<file path="config.mk">
export PLATFORM = sky130hd
export DESIGN_NAME = dac_ramp_serializer
export DESIGN_NICKNAME = d
export VERILOG_FILES = /design/src/rtl/dac_ramp_serializer.sv
export SDC_FILE = /design/constraint.sdc
export NUM_CORES = 1
export LEC_CHECK = 0
export CORE_ASPECT_RATIO = 2
export CORE_MARGIN = 4
export CORE_UTILIZATION = 40
export CTS_BUF_LIST = sky130_fd_sc_hd__clkbuf_8 sky130_fd_sc_hd__clkbuf_16
export CTS_CLUSTER_DIAMETER = 120
export CTS_CLUSTER_SIZE = 25
export DETAILED_ROUTE_END_ITERATION = 10
export PLACE_DENSITY = 0.63
export SLEW_MARGIN = 15
export SYNTH_ARGS = -nofsm -noshare
export SYNTH_HDL_FRONTEND = slang
export SYNTH_SLANG_ARGS = --single-unit
</file>
<file path="constraint.sdc">
create_clock -name clk -period 6.9 [get_ports clk]
set_input_delay 1.035 -clock clk [delete_from_list [all_inputs] [get_ports clk]]
set_output_delay 1.035 -clock clk [all_outputs]
set_load 0.005 [all_outputs]
</file>
<file path="src/rtl/dac_ramp_serializer.sv">
// Sawtooth/triangle ramp generator that serialises each code into 24-bit SPI
// frames (6 pad bits, 2 power-down bits, 16 data bits) for an external serial DAC.
module dac_ramp_serializer #(
    parameter int FRAME_BITS = 24,
    parameter int DATA_W     = 16,
    parameter int GAP_CYCLES = 2,
    parameter int HOLD_W     = 10
) (
    input  logic              clk,
    input  logic              reset,
    input  logic              clk_en,
    input  logic [DATA_W-1:0] start_code,
    input  logic [DATA_W-1:0] stop_code,
    input  logic [DATA_W-1:0] step,
    input  logic [HOLD_W-1:0] hold_frames,
    input  logic              mode,
    input  logic [1:0]        pd_bits,
    output logic              Din,
    output logic              SYNC_bar,
    output logic [DATA_W-1:0] code_out,
    output logic              frame_done,
    output logic              busy
);

    localparam int PAD_W = FRAME_BITS - DATA_W - 2;
    localparam int BIT_W = $clog2(FRAME_BITS);
    localparam int GAP_W = (GAP_CYCLES > 1) ? $clog2(GAP_CYCLES) : 1;
    localparam logic [BIT_W-1:0] LAST_BIT = BIT_W'(FRAME_BITS - 1);
    localparam logic [GAP_W-1:0] LAST_GAP = GAP_W'(GAP_CYCLES - 1);

    typedef enum logic [1:0] {
        ST_IDLE  = 2'd0,
        ST_LOAD  = 2'd1,
        ST_SHIFT = 2'd2,
        ST_GAP   = 2'd3
    } state_t;

    state_t                  state_r;
    logic [FRAME_BITS-1:0]   shreg_r;
    logic [DATA_W-1:0]       code_r;
    logic                    dir_r;
    logic                    fresh_r;
    logic [BIT_W-1:0]        bit_cnt_r;
    logic [GAP_W-1:0]        gap_cnt_r;
    logic [HOLD_W-1:0]       hold_cnt_r;
    logic [DATA_W-1:0]       start_r;
    logic [DATA_W-1:0]       stop_r;
    logic [DATA_W-1:0]       step_r;
    logic [HOLD_W-1:0]       hold_r;
    logic                    mode_r;

    logic [DATA_W-1:0]       cur_code_s;
    logic [FRAME_BITS-1:0]   word_s;
    logic [DATA_W:0]         sum_s;
    logic [DATA_W:0]         floor_s;
    logic [DATA_W-1:0]       nxt_code_s;
    logic                    nxt_dir_s;

    // fresh_r marks "ramp restarts at start_code"; it stands in for an async load of start_code
    assign cur_code_s = fresh_r ? start_code : code_r;
    assign code_out   = cur_code_s;
    assign word_s     = {{PAD_W{1'b0}}, pd_bits, cur_code_s};

    // Next ramp code from the configuration latched at LOAD; DATA_W+1-bit sums never wrap
    always_comb begin
        sum_s      = {1'b0, code_r} + {1'b0, step_r};
        floor_s    = {1'b0, start_r} + {1'b0, step_r};
        nxt_code_s = code_r;
        nxt_dir_s  = dir_r;
        if ((step_r == {DATA_W{1'b0}}) || (start_r >= stop_r)) begin
            nxt_code_s = start_r;
            nxt_dir_s  = 1'b0;
        end else if (!mode_r) begin
            if (sum_s > {1'b0, stop_r}) begin
                nxt_code_s = start_r;
            end else begin
                nxt_code_s = sum_s[DATA_W-1:0];
            end
        end else if (!dir_r) begin
            if (sum_s >= {1'b0, stop_r}) begin
                nxt_code_s = stop_r;
                nxt_dir_s  = 1'b1;
            end else begin
                nxt_code_s = sum_s[DATA_W-1:0];
            end
        end else begin
            if ({1'b0, code_r} < floor_s) begin
                nxt_code_s = start_r;
                nxt_dir_s  = 1'b0;
            end else begin
                nxt_code_s = code_r - step_r;
            end
        end
    end

    // Frame sequencer: IDLE -> LOAD -> SHIFT -> GAP, with all pin outputs registered
    always_ff @(posedge clk or posedge reset) begin
        if (reset) begin
            state_r    <= ST_IDLE;
            SYNC_bar   <= 1'b1;
            Din        <= 1'b0;
            frame_done <= 1'b0;
            busy       <= 1'b0;
            shreg_r    <= {FRAME_BITS{1'b0}};
            code_r     <= {DATA_W{1'b0}};
            dir_r      <= 1'b0;
            fresh_r    <= 1'b1;
            bit_cnt_r  <= {BIT_W{1'b0}};
            gap_cnt_r  <= {GAP_W{1'b0}};
            hold_cnt_r <= {HOLD_W{1'b0}};
            start_r    <= {DATA_W{1'b0}};
            stop_r     <= {DATA_W{1'b0}};
            step_r     <= {DATA_W{1'b0}};
            hold_r     <= {HOLD_W{1'b0}};
            mode_r     <= 1'b0;
        end else begin
            frame_done <= 1'b0;
            case (state_r)
                ST_IDLE: begin
                    SYNC_bar <= 1'b1;
                    Din      <= 1'b0;
                    if (clk_en) begin
                        state_r <= ST_LOAD;
                        busy    <= 1'b1;
                    end else begin
                        state_r <= ST_IDLE;
                        busy    <= 1'b0;
                    end
                end
                ST_LOAD: begin
                    start_r   <= start_code;
                    stop_r    <= stop_code;
                    step_r    <= step;
                    hold_r    <= hold_frames;
                    mode_r    <= mode;
                    code_r    <= cur_code_s;
                    fresh_r   <= 1'b0;
                    shreg_r   <= word_s << 1;
                    Din       <= word_s[FRAME_BITS-1];
                    SYNC_bar  <= 1'b0;
                    bit_cnt_r <= {BIT_W{1'b0}};
                    state_r   <= ST_SHIFT;
                end
                ST_SHIFT: begin
                    if (bit_cnt_r == LAST_BIT) begin
                        SYNC_bar   <= 1'b1;
                        Din        <= 1'b0;
                        frame_done <= 1'b1;
                        gap_cnt_r  <= {GAP_W{1'b0}};
                        state_r    <= ST_GAP;
                    end else begin
                        Din       <= shreg_r[FRAME_BITS-1];
                        shreg_r   <= shreg_r << 1;
                        bit_cnt_r <= bit_cnt_r + BIT_W'(1);
                    end
                end
                ST_GAP: begin
                    if (gap_cnt_r == LAST_GAP) begin
                        if (hold_cnt_r == hold_r) begin
                            code_r     <= nxt_code_s;
                            dir_r      <= nxt_dir_s;
                            hold_cnt_r <= {HOLD_W{1'b0}};
                        end else begin
                            hold_cnt_r <= hold_cnt_r + HOLD_W'(1);
                        end
                        if (clk_en) begin
                            state_r <= ST_LOAD;
                        end else begin
                            // disabled: the next enable restarts the ramp from start_code
                            state_r    <= ST_IDLE;
                            busy       <= 1'b0;
                            fresh_r    <= 1'b1;
                            dir_r      <= 1'b0;
                            hold_cnt_r <= {HOLD_W{1'b0}};
                        end
                    end else begin
                        gap_cnt_r <= gap_cnt_r + GAP_W'(1);
                    end
                end
                default: begin
                    state_r  <= ST_IDLE;
                    SYNC_bar <= 1'b1;
                    Din      <= 1'b0;
                    busy     <= 1'b0;
                    fresh_r  <= 1'b1;
                end
            endcase
        end
    end

endmodule

</file>
### Word level (Yosys, flattened, before mapping)

Index checks and enable logic that the tools add are counted.

| storage, ports and cells | value |
|---|---|
| bits in registers | 123 |
| logic and storage cells | 101 |

| operators by class | value |
|---|---|
| $add $sub $neg | 6 |
| order comparisons | 4 |
| equal/unequal tests | 12 |
| muxes and demuxes | 43 |
| reduce and logical (&&, ||, !) cells | 19 |

Operators with widths:

| cell | number |
|---|---|
| $mux 16 | 9 |
| $pmux 24 s2 | 1 |
| $add 16x16->17 | 2 |
| $pmux 16 s2 | 1 |
| $mux 24 | 1 |
| $mux 10 | 2 |
| $mux 1 | 19 |
| $ge 17x16->1 | 1 |
| $gt 17x16->1 | 1 |
| $lt 16x17->1 | 1 |
| $ge 16x16->1 | 1 |
| $logic_not 16->1 | 1 |
| $sub 16x16->16 | 1 |
| $add 10x1->10 const B | 1 |
| $eq 10x10->1 | 1 |
| $ne 2x2->1 const B | 5 |
| $pmux 5 s2 | 1 |
| $reduce_and 2->1 | 5 |
| $reduce_bool 2->1 | 5 |
| $reduce_and 3->1 | 3 |
| $pmux 1 s2 | 4 |
| $pmux 2 s4 | 1 |
| $add 5x1->5 const B | 1 |
| $eq 5x5->1 const B | 1 |
| 13 further kinds | 15 |

### Logic depth before layout (Yosys ltp)

| depth | value |
|---|---|
| depth in word-level cells | 9 |
| depth in mapped cells | 22 |
| gate-level depth less buffers | 19 |

### Worst setup path after synthesis

No wires, ideal clock.

| timing | value |
|---|---|
| path kind | reg2reg |
| start | register code_r[0] |
| end | register code_r[15] |
| setup time | 120 ps |
| data arrival time | 4536 ps |
| data required time | 6780 ps |
| slack | 2244 ps |
| stages on the path, launching flop included | 21 |
| buffers on the path | 2 |
| period minus slack after synthesis | 4656 ps |
| cell sequence | dfrtp_1 ha_1 fa_1 nor2b_1 o211a_1 o211ai_1 a31oi_1 o21a_1 or3_1 nand2_1 ha_1 a22oi_1 nand2_1 or3_1 o21ai_0 and2_1 clkbuf_1 nand2_1 clkbuf_1 a221o_1 o211a_1 |

| between the ends | value |
|---|---|
| cells in the longest elaborated chain, start to end | 9 |
| elaborated cells between the ends (all ways) | 14 |

RTL lines:

| what | RTL line | RTL |
|---|---|---|
| start: declaration | 40 | `logic [DATA_W-1:0] code_r;` |
| start signal: assignment | 105 | `code_r <= {DATA_W{1'b0}};` |
| start signal: assignment | 136 | `code_r <= cur_code_s;` |
| start signal: assignment | 160 | `code_r <= nxt_code_s;` |
| $add 16x16->17 | 66 | `sum_s = {1'b0, code_r} + {1'b0, step_r};` |
| $ge 17x16->1 | 80 | `if (sum_s >= {1'b0, stop_r}) begin` |
| $mux 16 | 80 |  |
| $mux 16 | 79 | `end else if (!dir_r) begin` |
| $mux 16 * | 73 | `end else if (!mode_r) begin` |
| $mux 16 * | 70 | `if ((step_r == {DATA_W{1'b0}}) \|\| (start_r >= stop_r)) begin` |
| $mux 16 * | 159 | `if (hold_cnt_r == hold_r) begin` |
| $mux 16 * | 158 | `if (gap_cnt_r == LAST_GAP) begin` |
| $pmux 16 s2 * | 118 | `case (state_r)` |

Mark *: on every way between the ends. The rest lies on a longest branch, timed or not. The select of a mux whose other input is x is not followed.
A chain may end at the register's enable or synchronous reset.

### Worst setup path after layout

| timing | value |
|---|---|
| start | register code_r[0] |
| end | register code_r[0] |

| between the ends | value |
|---|---|
| cells in the longest elaborated chain, start to end | 9 |
| elaborated cells between the ends (all ways) | 15 |

RTL lines:

| what | RTL line |
|---|---|
| $add 16x16->17 | 66 |
| $ge 17x16->1 | 80 |
| $mux 16 | 80 |
| $mux 16 | 79 |
| $mux 16 | 73 |
| $mux 16 | 70 |
| $mux 16 | 159 |
| $mux 16 | 158 |
| $pmux 16 s2 * | 118 |

Marked as above.

==> run_results.csv <==
group,metric,value,unit
job,max-cap-violations,0,
logic_synthesis,synth_area,9696,um2
sta,tightestPinTransition,1.171,ns
route,drt_first_pass_iters,5,
worst_hold_path,hold_class,"reg -> reg",
route,post_drt_wl_per_cell,21.76,um
route,vias_per_cell,5.995,
cts,numCtsBuffers,17,
finish,diodes,0,
floorplan,io_pins,84,
floorplan,core_area,23920,um2
logic_synthesis,postSynthCellCount,1160,
logic_synthesis,synth-main-ff-cell,"dfrtp_1",
cts,cts_sinks,122,
cts,ctsResizeCount,0,
global_route,grt_max_degree,94,
worst_hold_path,holdPathStages,2,
route,wl,33120,um
sta,setup_viol,0,
sta,fin_setup_tns,0,ns
placed_design,dp_cells,1490,
logic_synthesis,async_reset_ff_frac,1.000,
worst_setup_path,critPathMaxFanout,11,
logic_synthesis,synth_edf_count,0,
placed_design,io_buffer_count,83,
global_route,track_usage,0.2476,
cts,insertion_delay,0.45,ns
worst_setup_path,cp-start-kind,"flop",
route,ant_nets,0,
sta,rsz0062_at_grt,"false",
floorplan,chipHeight,228.2,um
global_route,antenna_found_initial,0,
global_route,grt.overflow.total,0,
route,drtIter0Drc,572,
floorplan,start_util,0.4053,
route,num_vias,9125,
placed_design,dp_hpwl,25560,um
worst_setup_path,rr_worst_depth,19,
cts,clockBufferDepth,2,
worst_setup_path,critPathArrivalTime,5.86,ns
status,status,"completed",
sta,slew_headroom,0.2109,
finish,drive_above_1_share,0.07287,
sta,fin_skew,0.01521,ns
finish,fin_util,0.4759,
cts,cts_hold_buffers,0,
finish,fin_cells,1522,
floorplan,dieArea,26950,um2
logic_synthesis,ys_ff_latch,122,
placed_design,gp_congestion,0.9429,
cts,h-tree-depth,4,
worst_setup_path,criticalPathCategory,"reg -> reg",
worst_setup_path,cp.required,7.27,ns
sta,post-route-min-period,5.493,ns
worst_setup_path,cp-end-kind,"flop",
global_route,grt_pass1_wl,51900,um
finish,syn2layout_area_growth,17.43,%
sta,drv_slew,0,
global_route,grt_pass1_vias,9525,
logic_synthesis,ys_seq_area_frac,0.3151,
cts,cts_root_buf,"clkbuf_16",
logic_synthesis,ys_warn_count,0,
floorplan,die_x,118.1,um
cts,postCtsSetupRepairBufs,0,
sta,fin_crit_sh,0.7961,
route,drt_drc_violations_left,0,
floorplan,row_count,80,
sta,fmax,182.0,MHz
sta,hold_viol,0,
logic_synthesis,avgSynthCellArea,8.358,um2
cts,tritoncts,"done",
logic_synthesis,ys_types,75,
finish,nNetsFinal,1390,
logic_synthesis,synth_nets,1328,
cts,clk_transition_reported_paths,0.06,ns
-- synthesized netlist by cell type (5+ instances only) --
cell type  number  area [um2]
inv_1          93       349.1
o221ai_1       10       87.58
and3_1          7       43.79
nor4_1         10       62.56
nor2_1         88       330.3
o211ai_1       10       75.07
nand4_1        15       93.84
o22ai_1         9       56.30
a311oi_1        6       52.55
a21oi_1        87       435.4
mux2i_1        19       190.2
a211oi_1       14       105.1
a22o_1          7       61.31
buf_1           7       26.28
o21ai_0       118       590.6
o21a_1         13       97.59
xor2_1         25       219.0
o31ai_1         5       37.54
nor3_1         22       110.1
mux2_2         21       236.5
xnor2_1        23       201.4
nor2b_1         7       43.79
nand3_1        18       90.09
dfrtp_1       120        3003
nand2b_1       14       87.58
a21o_1         16       120.1
or2_2           6       37.54
ha_1          101        1264
clkbuf_1       40       150.1
a31oi_1        11       68.82
nand2_1       118       442.9
o21bai_1        7       52.55
-- sequential cells by signal, summed over array words and instances, names as in the netlist --
signal      flops
gap_cnt_r       1
code_r         16
frame_done      1
start_r        16
shreg_r        23
mode_r          1
busy            1
step_r         16
hold_cnt_r     10
SYNC_bar        1
hold_r         10
bit_cnt_r       5
dir_r           1
state_r         2
fresh_r         1
stop_r         16
Din             1
-- through the flow --
step	cell area [um2]	hold slack [ns]	setup WS, ns
final	11390	0.4814	1.407
after floorplan	9696	0.4444	2.244
after global placement	10790	0.4600	1.537
after CTS	11390	0.4813	1.472
after detailed placement	10790	0.4684	1.488
after global routing	11390	0.5064	1.186
-- final cells by class --
cell class              count  area [um2]
fillers                  2330       12540
multi-input cells         892        6096
flip-flops and latches    122        3055
repair buffers             95       920.9
clock buffers              18       439.2
well taps                 287       359.1
inverters                  94       355.3
clock inverters            14       160.2
-- critical path, cell delays in order (launching register included) --
cell      delay (ns)
dfrtp_1         0.45
ha_1            0.29
fa_1            0.43
nor2b_1         0.17
o211a_1         0.27
o211ai_1        0.28
a31oi_1         0.24
o21a_1          0.23
or3_1           0.34
nand2_1         0.11
ha_1            0.26
a22oi_1         0.17
nand2_1         0.11
or3_1           0.37
o21ai_0         0.20
and2_1          0.35
nand2_1         0.37
o21ai_0         0.40
o221ai_1        0.17
o21ai_0         0.19
-- layer usage --
metal	global-route usage	wire, um	share of wire
met1	0.2567	12030	0.36
met2	0.4467	17350	0.52
met3	0.03917	1216	0.037
met4	0.1765	2526	0.076
met5	0	0	0
-- cells in the final DEF, fill, tap and decap left out, drive strengths merged, types with 17 or more instances in the layout --
cell type	n
a21o	17
a21oi	89
clkbuf	18
clkdlybuf4s50	83
dfrtp	120
ha	101
inv	100
mux2	21
mux2i	19
nand2	118
nand3	18
nor2	90
nor3	22
o21ai	121
xnor2	23
xor2	25
-- cell families (layout without fill, tap and decap cells) --
logic type               after synthesis  count (layout)  synth area share
AO/OA/AOI/OAI                        373             373            0.2467
AND/OR/NAND/NOR                      327             327            0.1568
buffers and inverters                146             221           0.05743
flip-flops                           122             122            0.3151
adder cells (fa/ha/maj)              104             104            0.1365
XOR/XNOR                              48              48           0.04336
multiplexers                          40              40           0.04401
-- path summary, 6_finish.rpt --
check,start,endpoint,slack [ns]
worst max register to register,code_r[0],code_r[0],1.41
worst min register to register,shreg_r[1],shreg_r[1],0.48
worst min-delay path,shreg_r[1],shreg_r[1],0.48
max in group asynchronous,reset,stop_r[13],4.43
min in group asynchronous,reset,stop_r[0],1.06
worst max-delay path,code_r[0],code_r[0],1.41
Power is not shown: default switching activity piles up to over one toggle a cycle in this logic, so the estimate is an artifact.
